## config.mk

```make
export PLATFORM = sky130hd
export DESIGN_NAME = obsidyen_fetch_unit_flat
export DESIGN_NICKNAME = d
export VERILOG_FILES = /design/src/rtl/obsidyen_fetch_unit_pkg.sv /design/src/rtl/obsidyen_fetch_unit_if.sv /design/src/rtl/obsidyen_fetch_unit_fifo.sv /design/src/rtl/obsidyen_fetch_unit.sv /design/src/flat_wrapper.sv
export SDC_FILE = /design/constraint.sdc
export NUM_CORES = 1
export LEC_CHECK = 0
export BUFFER_PORTS_ARGS = -buffer_cell sky130_fd_sc_hd__buf_2
export CAP_MARGIN = 20
export CELL_PAD_IN_SITES_DETAIL_PLACEMENT = 1
export CELL_PAD_IN_SITES_GLOBAL_PLACEMENT = 2
export CORE_MARGIN = 2
export CORE_UTILIZATION = 35
export DETAILED_ROUTE_END_ITERATION = 6
export HOLD_SLACK_MARGIN = 0.02
export PLACE_DENSITY = 0.66
export SETUP_SLACK_MARGIN = 0.4
export SYNTH_ARGS = -nofsm -noshare
export SYNTH_HDL_FRONTEND = slang
export SYNTH_SLANG_ARGS = --single-unit
```

## constraint.sdc

```tcl
create_clock -name clk_i -period 5.8 [get_ports clk_i]
set_clock_uncertainty 0.2 [all_clocks]
set_input_delay 0.58 -clock clk_i [delete_from_list [all_inputs] [get_ports clk_i]]
set_output_delay 0.58 -clock clk_i [all_outputs]
set_load 0.03 [all_outputs]
```

## src/rtl/obsidyen_fetch_unit_pkg.sv

```systemverilog
// Shared types for the OBSIDYEN fetch front end: FSM states, prefetch entry, reset vector.
package obsidyen_fetch_unit_pkg;

    localparam int FETCH_XLEN = 32;
    localparam logic [FETCH_XLEN-1:0] DEFAULT_RESET_VECTOR = 32'h0000_0000;

    typedef enum logic [1:0] {
        ST_BOOT,
        ST_RUN,
        ST_FLUSH
    } fetch_state_e;

    typedef struct packed {
        logic [FETCH_XLEN-1:0] pc;
        logic [FETCH_XLEN-1:0] instr;
    } fetch_entry_t;

    // Fetch addresses are always word aligned; the low two bits are dropped.
    function automatic logic [FETCH_XLEN-1:0] pc_align(input logic [FETCH_XLEN-1:0] pc);
        return {pc[FETCH_XLEN-1:2], 2'b00};
    endfunction

endpackage

```

## src/rtl/obsidyen_fetch_unit_if.sv

```systemverilog
// Fetch unit bus bundle: imem request/response, redirect, and decode handshake.
// master = fetch unit, slave = surrounding environment (imem, branch unit, decode).
interface obsidyen_fetch_unit_if #(
    parameter int XLEN = 32
);
    logic            imem_req_valid_o;
    logic            imem_req_ready_i;
    logic [XLEN-1:0] imem_req_addr_o;
    logic            imem_rsp_valid_i;
    logic [XLEN-1:0] imem_rsp_data_i;
    logic            redirect_valid_i;
    logic [XLEN-1:0] redirect_pc_i;
    logic            instr_valid_o;
    logic            instr_ready_i;
    logic [XLEN-1:0] instr_o;
    logic [XLEN-1:0] instr_pc_o;

    modport master (
        output imem_req_valid_o, imem_req_addr_o, instr_valid_o, instr_o, instr_pc_o,
        input  imem_req_ready_i, imem_rsp_valid_i, imem_rsp_data_i,
        input  redirect_valid_i, redirect_pc_i, instr_ready_i
    );

    modport slave (
        input  imem_req_valid_o, imem_req_addr_o, instr_valid_o, instr_o, instr_pc_o,
        output imem_req_ready_i, imem_rsp_valid_i, imem_rsp_data_i,
        output redirect_valid_i, redirect_pc_i, instr_ready_i
    );
endinterface

```

## src/rtl/obsidyen_fetch_unit_fifo.sv

```systemverilog
// Prefetch FIFO of fetch_entry_t; push visible at head one cycle later, flush wins over push.
// Push when full / pop when empty are ignored; the caller's credit scheme keeps them from happening.
module obsidyen_fetch_unit_fifo
    import obsidyen_fetch_unit_pkg::*;
#(
    parameter int DEPTH = 4
)(
    input  logic                         clk,
    input  logic                         rst,
    input  logic                         push,
    input  logic                         pop,
    input  logic                         flush,
    input  fetch_entry_t                 push_dat,
    output fetch_entry_t                 head_dat,
    output logic [$clog2(DEPTH+1)-1:0]   count,
    output logic                         full,
    output logic                         empty
);
    localparam int AW = $clog2(DEPTH);
    localparam int CW = $clog2(DEPTH+1);

    fetch_entry_t  mem [DEPTH];
    logic [AW-1:0] wr_ptr;
    logic [AW-1:0] rd_ptr;
    logic          do_push;
    logic          do_pop;

    assign full     = (count == CW'(DEPTH));
    assign empty    = (count == '0);
    assign do_push  = push && !full && !flush;
    assign do_pop   = pop && !empty && !flush;
    assign head_dat = mem[rd_ptr];

    always_ff @(posedge clk) begin
        if (do_push) begin
            mem[wr_ptr] <= push_dat;
        end
    end

    // DEPTH is a power of two, so the pointers wrap on their own.
    always_ff @(posedge clk) begin
        if (rst || flush) begin
            wr_ptr <= '0;
            rd_ptr <= '0;
            count  <= '0;
        end else begin
            if (do_push) wr_ptr <= wr_ptr + AW'(1);
            if (do_pop)  rd_ptr <= rd_ptr + AW'(1);
            count <= count + CW'(do_push) - CW'(do_pop);
        end
    end
endmodule

```

## src/rtl/obsidyen_fetch_unit.sv

```systemverilog
// Decoupled fetch front end: sequential imem requests, prefetch FIFO, redirect flush; >=1 cycle rsp->instr.
// Issue is credit limited (outstanding + buffered < FIFO_DEPTH) so responses are never refused. Optional: OBS_FETCH_PERF_EN.
module obsidyen_fetch_unit
    import obsidyen_fetch_unit_pkg::*;
#(
    parameter int                    XLEN            = FETCH_XLEN,
    parameter int                    FIFO_DEPTH      = 4,
    parameter int                    MAX_OUTSTANDING = 2,
    parameter logic [FETCH_XLEN-1:0] RESET_VECTOR    = DEFAULT_RESET_VECTOR
)(
    input  logic                      clk_i,
    input  logic                      rst_i,
    obsidyen_fetch_unit_if.master     bus
`ifdef OBS_FETCH_PERF_EN
    ,
    output logic [31:0]               perf_stall_cnt_o,
    output logic [31:0]               perf_drop_cnt_o
`endif
);
    localparam int OW = $clog2(MAX_OUTSTANDING+1);
    localparam int CW = $clog2(FIFO_DEPTH+1);
    localparam int SW = CW + 1;

    fetch_state_e    state_q;
    logic [XLEN-1:0] fetch_pc_q;
    logic [XLEN-1:0] rsp_pc_q;
    logic [OW-1:0]   outstanding_q;
    logic [OW-1:0]   drop_cnt_q;
    logic [OW-1:0]   outstanding_next;
    logic [OW-1:0]   drop_next;

    logic            redirect;
    logic            req_vld;
    logic            req_hs;
    logic            rsp_vld;
    logic            rsp_drop;
    logic            fifo_push;
    logic            fifo_pop;
    logic [CW-1:0]   fifo_count;
    logic            fifo_full_unused;
    logic            fifo_empty;
    logic [SW-1:0]   credit_sum;
    fetch_entry_t    push_entry;
    fetch_entry_t    head_entry;

    assign redirect   = bus.redirect_valid_i;
    assign rsp_vld    = bus.imem_rsp_valid_i;
    assign credit_sum = SW'(outstanding_q) + SW'(fifo_count);

    // Every issued request owns a FIFO slot until it is consumed by decode.
    assign req_vld = (state_q != ST_BOOT) && !redirect &&
                     (outstanding_q < OW'(MAX_OUTSTANDING)) &&
                     (credit_sum < SW'(FIFO_DEPTH));
    assign req_hs  = req_vld && bus.imem_req_ready_i;

    // A response arriving with a redirect belongs to the abandoned stream.
    assign rsp_drop  = rsp_vld && (redirect || (drop_cnt_q != '0));
    assign fifo_push = rsp_vld && !rsp_drop;
    assign fifo_pop  = bus.instr_ready_i && !fifo_empty;

    assign outstanding_next = outstanding_q + OW'(req_hs) - OW'(rsp_vld);

    always_comb begin
        drop_next = drop_cnt_q;
        if (redirect) begin
            drop_next = outstanding_next;
        end else if (rsp_vld && (drop_cnt_q != '0)) begin
            drop_next = drop_cnt_q - OW'(1);
        end
    end

    assign push_entry = '{pc: rsp_pc_q, instr: bus.imem_rsp_data_i};

    obsidyen_fetch_unit_fifo #(
        .DEPTH    (FIFO_DEPTH)
    ) u_fifo (
        .clk      (clk_i),
        .rst      (rst_i),
        .push     (fifo_push),
        .pop      (fifo_pop),
        .flush    (redirect),
        .push_dat (push_entry),
        .head_dat (head_entry),
        .count    (fifo_count),
        .full     (fifo_full_unused),
        .empty    (fifo_empty)
    );

    always_ff @(posedge clk_i) begin
        if (rst_i) begin
            state_q       <= ST_BOOT;
            fetch_pc_q    <= RESET_VECTOR;
            rsp_pc_q      <= RESET_VECTOR;
            outstanding_q <= '0;
            drop_cnt_q    <= '0;
        end else begin
            outstanding_q <= outstanding_next;
            drop_cnt_q    <= drop_next;
            case (state_q)
                ST_BOOT:          state_q <= ST_RUN;
                ST_RUN, ST_FLUSH: state_q <= (drop_next != '0) ? ST_FLUSH : ST_RUN;
                default:          state_q <= ST_BOOT;
            endcase
            if (redirect) begin
                fetch_pc_q <= pc_align(bus.redirect_pc_i);
                rsp_pc_q   <= pc_align(bus.redirect_pc_i);
            end else begin
                if (req_hs)    fetch_pc_q <= fetch_pc_q + XLEN'(4);
                if (fifo_push) rsp_pc_q   <= rsp_pc_q + XLEN'(4);
            end
        end
    end

    // Address is zeroed while idle so every output reads 0 out of reset.
    assign bus.imem_req_valid_o = req_vld;
    assign bus.imem_req_addr_o  = req_vld ? fetch_pc_q : '0;
    assign bus.instr_valid_o    = !fifo_empty;
    assign bus.instr_o          = fifo_empty ? '0 : head_entry.instr;
    assign bus.instr_pc_o       = fifo_empty ? '0 : head_entry.pc;

`ifdef OBS_FETCH_PERF_EN
    logic [31:0] stall_cnt_q;
    logic [31:0] drop_cnt_perf_q;

    always_ff @(posedge clk_i) begin
        if (rst_i) begin
            stall_cnt_q     <= '0;
            drop_cnt_perf_q <= '0;
        end else begin
            if ((state_q != ST_BOOT) && fifo_empty && (stall_cnt_q != '1)) begin
                stall_cnt_q <= stall_cnt_q + 32'd1;
            end
            if (rsp_drop && (drop_cnt_perf_q != '1)) begin
                drop_cnt_perf_q <= drop_cnt_perf_q + 32'd1;
            end
        end
    end

    assign perf_stall_cnt_o = stall_cnt_q;
    assign perf_drop_cnt_o  = drop_cnt_perf_q;
`endif
endmodule

```

## src/flat_wrapper.sv

```systemverilog
// flat-port wrapper written by rule: the top's interface ports become plain ports
module obsidyen_fetch_unit_flat import obsidyen_fetch_unit_pkg::*;
#(
    parameter int                    XLEN            = FETCH_XLEN,
    parameter int                    FIFO_DEPTH      = 4,
    parameter int                    MAX_OUTSTANDING = 2,
    parameter logic [FETCH_XLEN-1:0] RESET_VECTOR    = DEFAULT_RESET_VECTOR
)
  (clk_i, rst_i, bus_imem_req_valid_o, bus_imem_req_addr_o, bus_instr_valid_o, bus_instr_o, bus_instr_pc_o, bus_imem_req_ready_i, bus_imem_rsp_valid_i, bus_imem_rsp_data_i, bus_redirect_valid_i, bus_redirect_pc_i, bus_instr_ready_i);
  obsidyen_fetch_unit_if #(.XLEN(XLEN)) bus_i ();
  input  logic clk_i;
  input  logic rst_i;
  output wire logic [$bits(bus_i.imem_req_valid_o)-1:0] bus_imem_req_valid_o;
  output wire logic [$bits(bus_i.imem_req_addr_o)-1:0] bus_imem_req_addr_o;
  output wire logic [$bits(bus_i.instr_valid_o)-1:0] bus_instr_valid_o;
  output wire logic [$bits(bus_i.instr_o)-1:0] bus_instr_o;
  output wire logic [$bits(bus_i.instr_pc_o)-1:0] bus_instr_pc_o;
  input wire logic [$bits(bus_i.imem_req_ready_i)-1:0] bus_imem_req_ready_i;
  input wire logic [$bits(bus_i.imem_rsp_valid_i)-1:0] bus_imem_rsp_valid_i;
  input wire logic [$bits(bus_i.imem_rsp_data_i)-1:0] bus_imem_rsp_data_i;
  input wire logic [$bits(bus_i.redirect_valid_i)-1:0] bus_redirect_valid_i;
  input wire logic [$bits(bus_i.redirect_pc_i)-1:0] bus_redirect_pc_i;
  input wire logic [$bits(bus_i.instr_ready_i)-1:0] bus_instr_ready_i;
  assign bus_imem_req_valid_o = bus_i.imem_req_valid_o;
  assign bus_imem_req_addr_o = bus_i.imem_req_addr_o;
  assign bus_instr_valid_o = bus_i.instr_valid_o;
  assign bus_instr_o = bus_i.instr_o;
  assign bus_instr_pc_o = bus_i.instr_pc_o;
  assign bus_i.imem_req_ready_i = bus_imem_req_ready_i;
  assign bus_i.imem_rsp_valid_i = bus_imem_rsp_valid_i;
  assign bus_i.imem_rsp_data_i = bus_imem_rsp_data_i;
  assign bus_i.redirect_valid_i = bus_redirect_valid_i;
  assign bus_i.redirect_pc_i = bus_redirect_pc_i;
  assign bus_i.instr_ready_i = bus_instr_ready_i;
  obsidyen_fetch_unit #(.XLEN(XLEN), .FIFO_DEPTH(FIFO_DEPTH), .MAX_OUTSTANDING(MAX_OUTSTANDING), .RESET_VECTOR(RESET_VECTOR)) u_core (.clk_i(clk_i), .rst_i(rst_i), .bus(bus_i));
endmodule
```

==> qor.csv <==
metric;value;unit
grt-ovfl-total;0;
slew_headroom;0.2989;
drc;0;
crit_required;5.02;ns
worst_pin_slew;1.052;ns
vias_per_cell;5.283;
cts_sinks;323;
grt_start_max_net_pins;66;
ctsRootBufferMaster;clkbuf_16;
pre_cts_ws;2.135;ns
finalWorstSetupSlack;2.052;ns
io_buffers;161;
fin_nets;1225;
cp-end-kind;primary output;
ys_seq_area_frac;0.6307;
multi_input_area;4817;um^2
clk_path_buf_depth;3;
fp.dieH;205.3;um
crit_path_top_delay_cell;dfxtp_4;
start_kind;flip-flop;
final_cell_mix;248 x edfxtp_1, 161 x buf_2, 99 x and2_1;
maxCapViolCount;0;
die_x;205.3;um
hp-class;in2reg;
cp.depth;4;
ios;168;
wirelength;36.87;mm
synth_edf_count;248;
rows;73;
first_global_vias;9283;
vias;8949;
critPathMaxFanout;42;
ys_seq_elements;323;
cts_tree;yes;
crit_family;flip-flops;
fillCellCount;4095;
grt_setup_unrepaired;false;
tns;0;ns
dieArea;42160;um^2
clkLatencyLatePin;0.52;ns
reg2regPathDepth;9;
critical_path_class;reg2out;
crit_chain;buf_4 -> mux4_2 -> and2_1 -> buf_2;
status;finished, final reports clean;
core;39910;um^2
firstDrtPassIters;4;
seqCellArea;8954;um^2
layout_commonest_cell;edfxtp_1;
p_leak;5.828;nW
cts_setup_buffers;0;
cp.arrival;2.97;ns
grt_pass1_wl;56.77;mm
power_density;337.4;nW/um^2
syn_area_per_cell;14.39;um^2
finalCoreUtilization;0.4181;
ctsHtreeMaxLevel;2;
hold_viol;0;
antenna_found_initial;1;
synthToLayoutAreaGrowth;17.62;%
wire_per_inst;21.76;um
period_share;0.6463;
setup_violations;0;
layout-drive-gt1-share;0.2680;
initial_core_util;0.3554;
cts_hold_buf;0;
grt_usage;0.1762;
fin_hold_ws;0.07767;ns
clk_pin_slew;0.06;ns
synth_flop_cell;edfxtp_1;
synth_area;14190;um^2
cpPeakStageDelay;0.94;ns
gp_congestion;0.7768;
ctsResizeCount;0;
hold_path_depth;1;
cts_made_buffers;37;
slew_violations;0;
drt-initial-drc-count;531;
fmax;0.2668;GHz
period_needed;3.748;ns
yosysWarnings;0;
crit_buf_inv;2;
synthArstFlopShare;0;
antenna_left;0;
dp_hpwl;24.26;mm
synthDistinctLibCells;69;
irDropWorstVdd;0.1659;mV
synth_cells;986;
flip-flops by register name, summed over array words and instances (netlist names), named ones only:
| signal | count |
|---|---|
| u_core.u_fifo.count | 3 |
| u_core.fetch_pc_q | 30 |
| u_core.u_fifo.rd_ptr | 2 |
| u_core.drop_cnt_q | 2 |
| u_core.state_q | 2 |
| u_core.u_fifo.wr_ptr | 2 |
| u_core.rsp_pc_q | 30 |
| u_core.u_fifo.mem | 248 |
| u_core.outstanding_q | 2 |
layer usage:
metal / vias to the layer above / wire length [um] / track usage
met4: 0 / 627 / 0.03905
met5: - / 0 / 0
li1: 4155 / - / -
met3: 48 / 1500 / 0.02819
met2: 187 / 17220 / 0.2884
met1: 4559 / 17520 / 0.2474
stage by stage:
| stage | instances | instance area, um^2 | power [mW] |
|---|---|---|---|
| 2_1_floorplan | 989 | 14200 | 3.125 |
| 3_3_place_gp | 1625 | 15440 | 3.329 |
| 3_5_place_dp | 1625 | 15440 | 3.345 |
| 4_1_cts | 1692 | 16660 | 5.692 |
| 5_1_grt | 1693 | 16680 | 5.858 |
| 6_report | 1694 | 16690 | 5.631 |
cell families (layout without fill, tap and decap cells):
logic type                 Yosys count  count (layout)  share of synthesized area
adders and majority gates           15              15                    0.01376
DFF                                323             323                     0.6307
other                                1               5                  0.0002643
muxes                               68              68                     0.1028
buffers and inverters               88             267                    0.03096
xor gates and xnor gates            19              19                    0.01173
and+or+nand+nor                    341             341                     0.1393
AOI/OAI and AO/OA                  131             131                    0.07038
layout make-up:
cell class              instances  share of cell area
flip-flops and latches        323              0.5366
multi-input cells             578              0.2887
clock buffers                  52             0.06193
repair buffers                178             0.05668
well taps                     525             0.03936
clock inverters                15             0.01170
inverters                      22            0.004949
diodes                          1           0.0001500
Yosys cell counts (10+ instances only):
library cell / instances / share of area
edfxtp_1: 248 / 0.52
and2_1: 103 / 0.045
dfxtp_1: 75 / 0.11
mux4_2: 62 / 0.098
nand2_1: 45 / 0.012
nor2_1: 42 / 0.011
clkbuf_1: 38 / 0.010
nand3_1: 30 / 0.011
o31a_1: 23 / 0.014
nor4_1: 22 / 0.0097
inv_1: 21 / 0.0056
nand4_1: 21 / 0.0093
a211oi_1: 17 / 0.0090
o21a_1: 16 / 0.0085
ha_1: 14 / 0.012
nor3_1: 13 / 0.0046
and3_1: 12 / 0.0053
and4_1: 12 / 0.0074
o21ai_0: 12 / 0.0042
a31oi_1: 10 / 0.0044
buf_2: 10 / 0.0035
xor2_1: 10 / 0.0062
final timing paths:
path / startpoint / end / slack (ns)
hold reg to reg: u_core.u_fifo.rd_ptr[1] / flip-flop / 0.32
setup reg to reg: u_core.u_fifo.count[2] / u_core.u_fifo.count[2] / 2.91
setup / recovery: flip-flop / bus_instr_o[28] / 2.05
hold / removal: bus_imem_rsp_data_i[17] / u_core.u_fifo.mem[3][17] / 0.08
power by group:
group	total (mW)	internal, mW	switching (mW)	leakage [nW]
Sequential	2.70	2.61	0.0903	2.89
Combinational	0.596	0.222	0.374	2.34
Clock	2.34	1.43	0.910	0.600
Note: power is estimated with default switching activity, not from simulation.
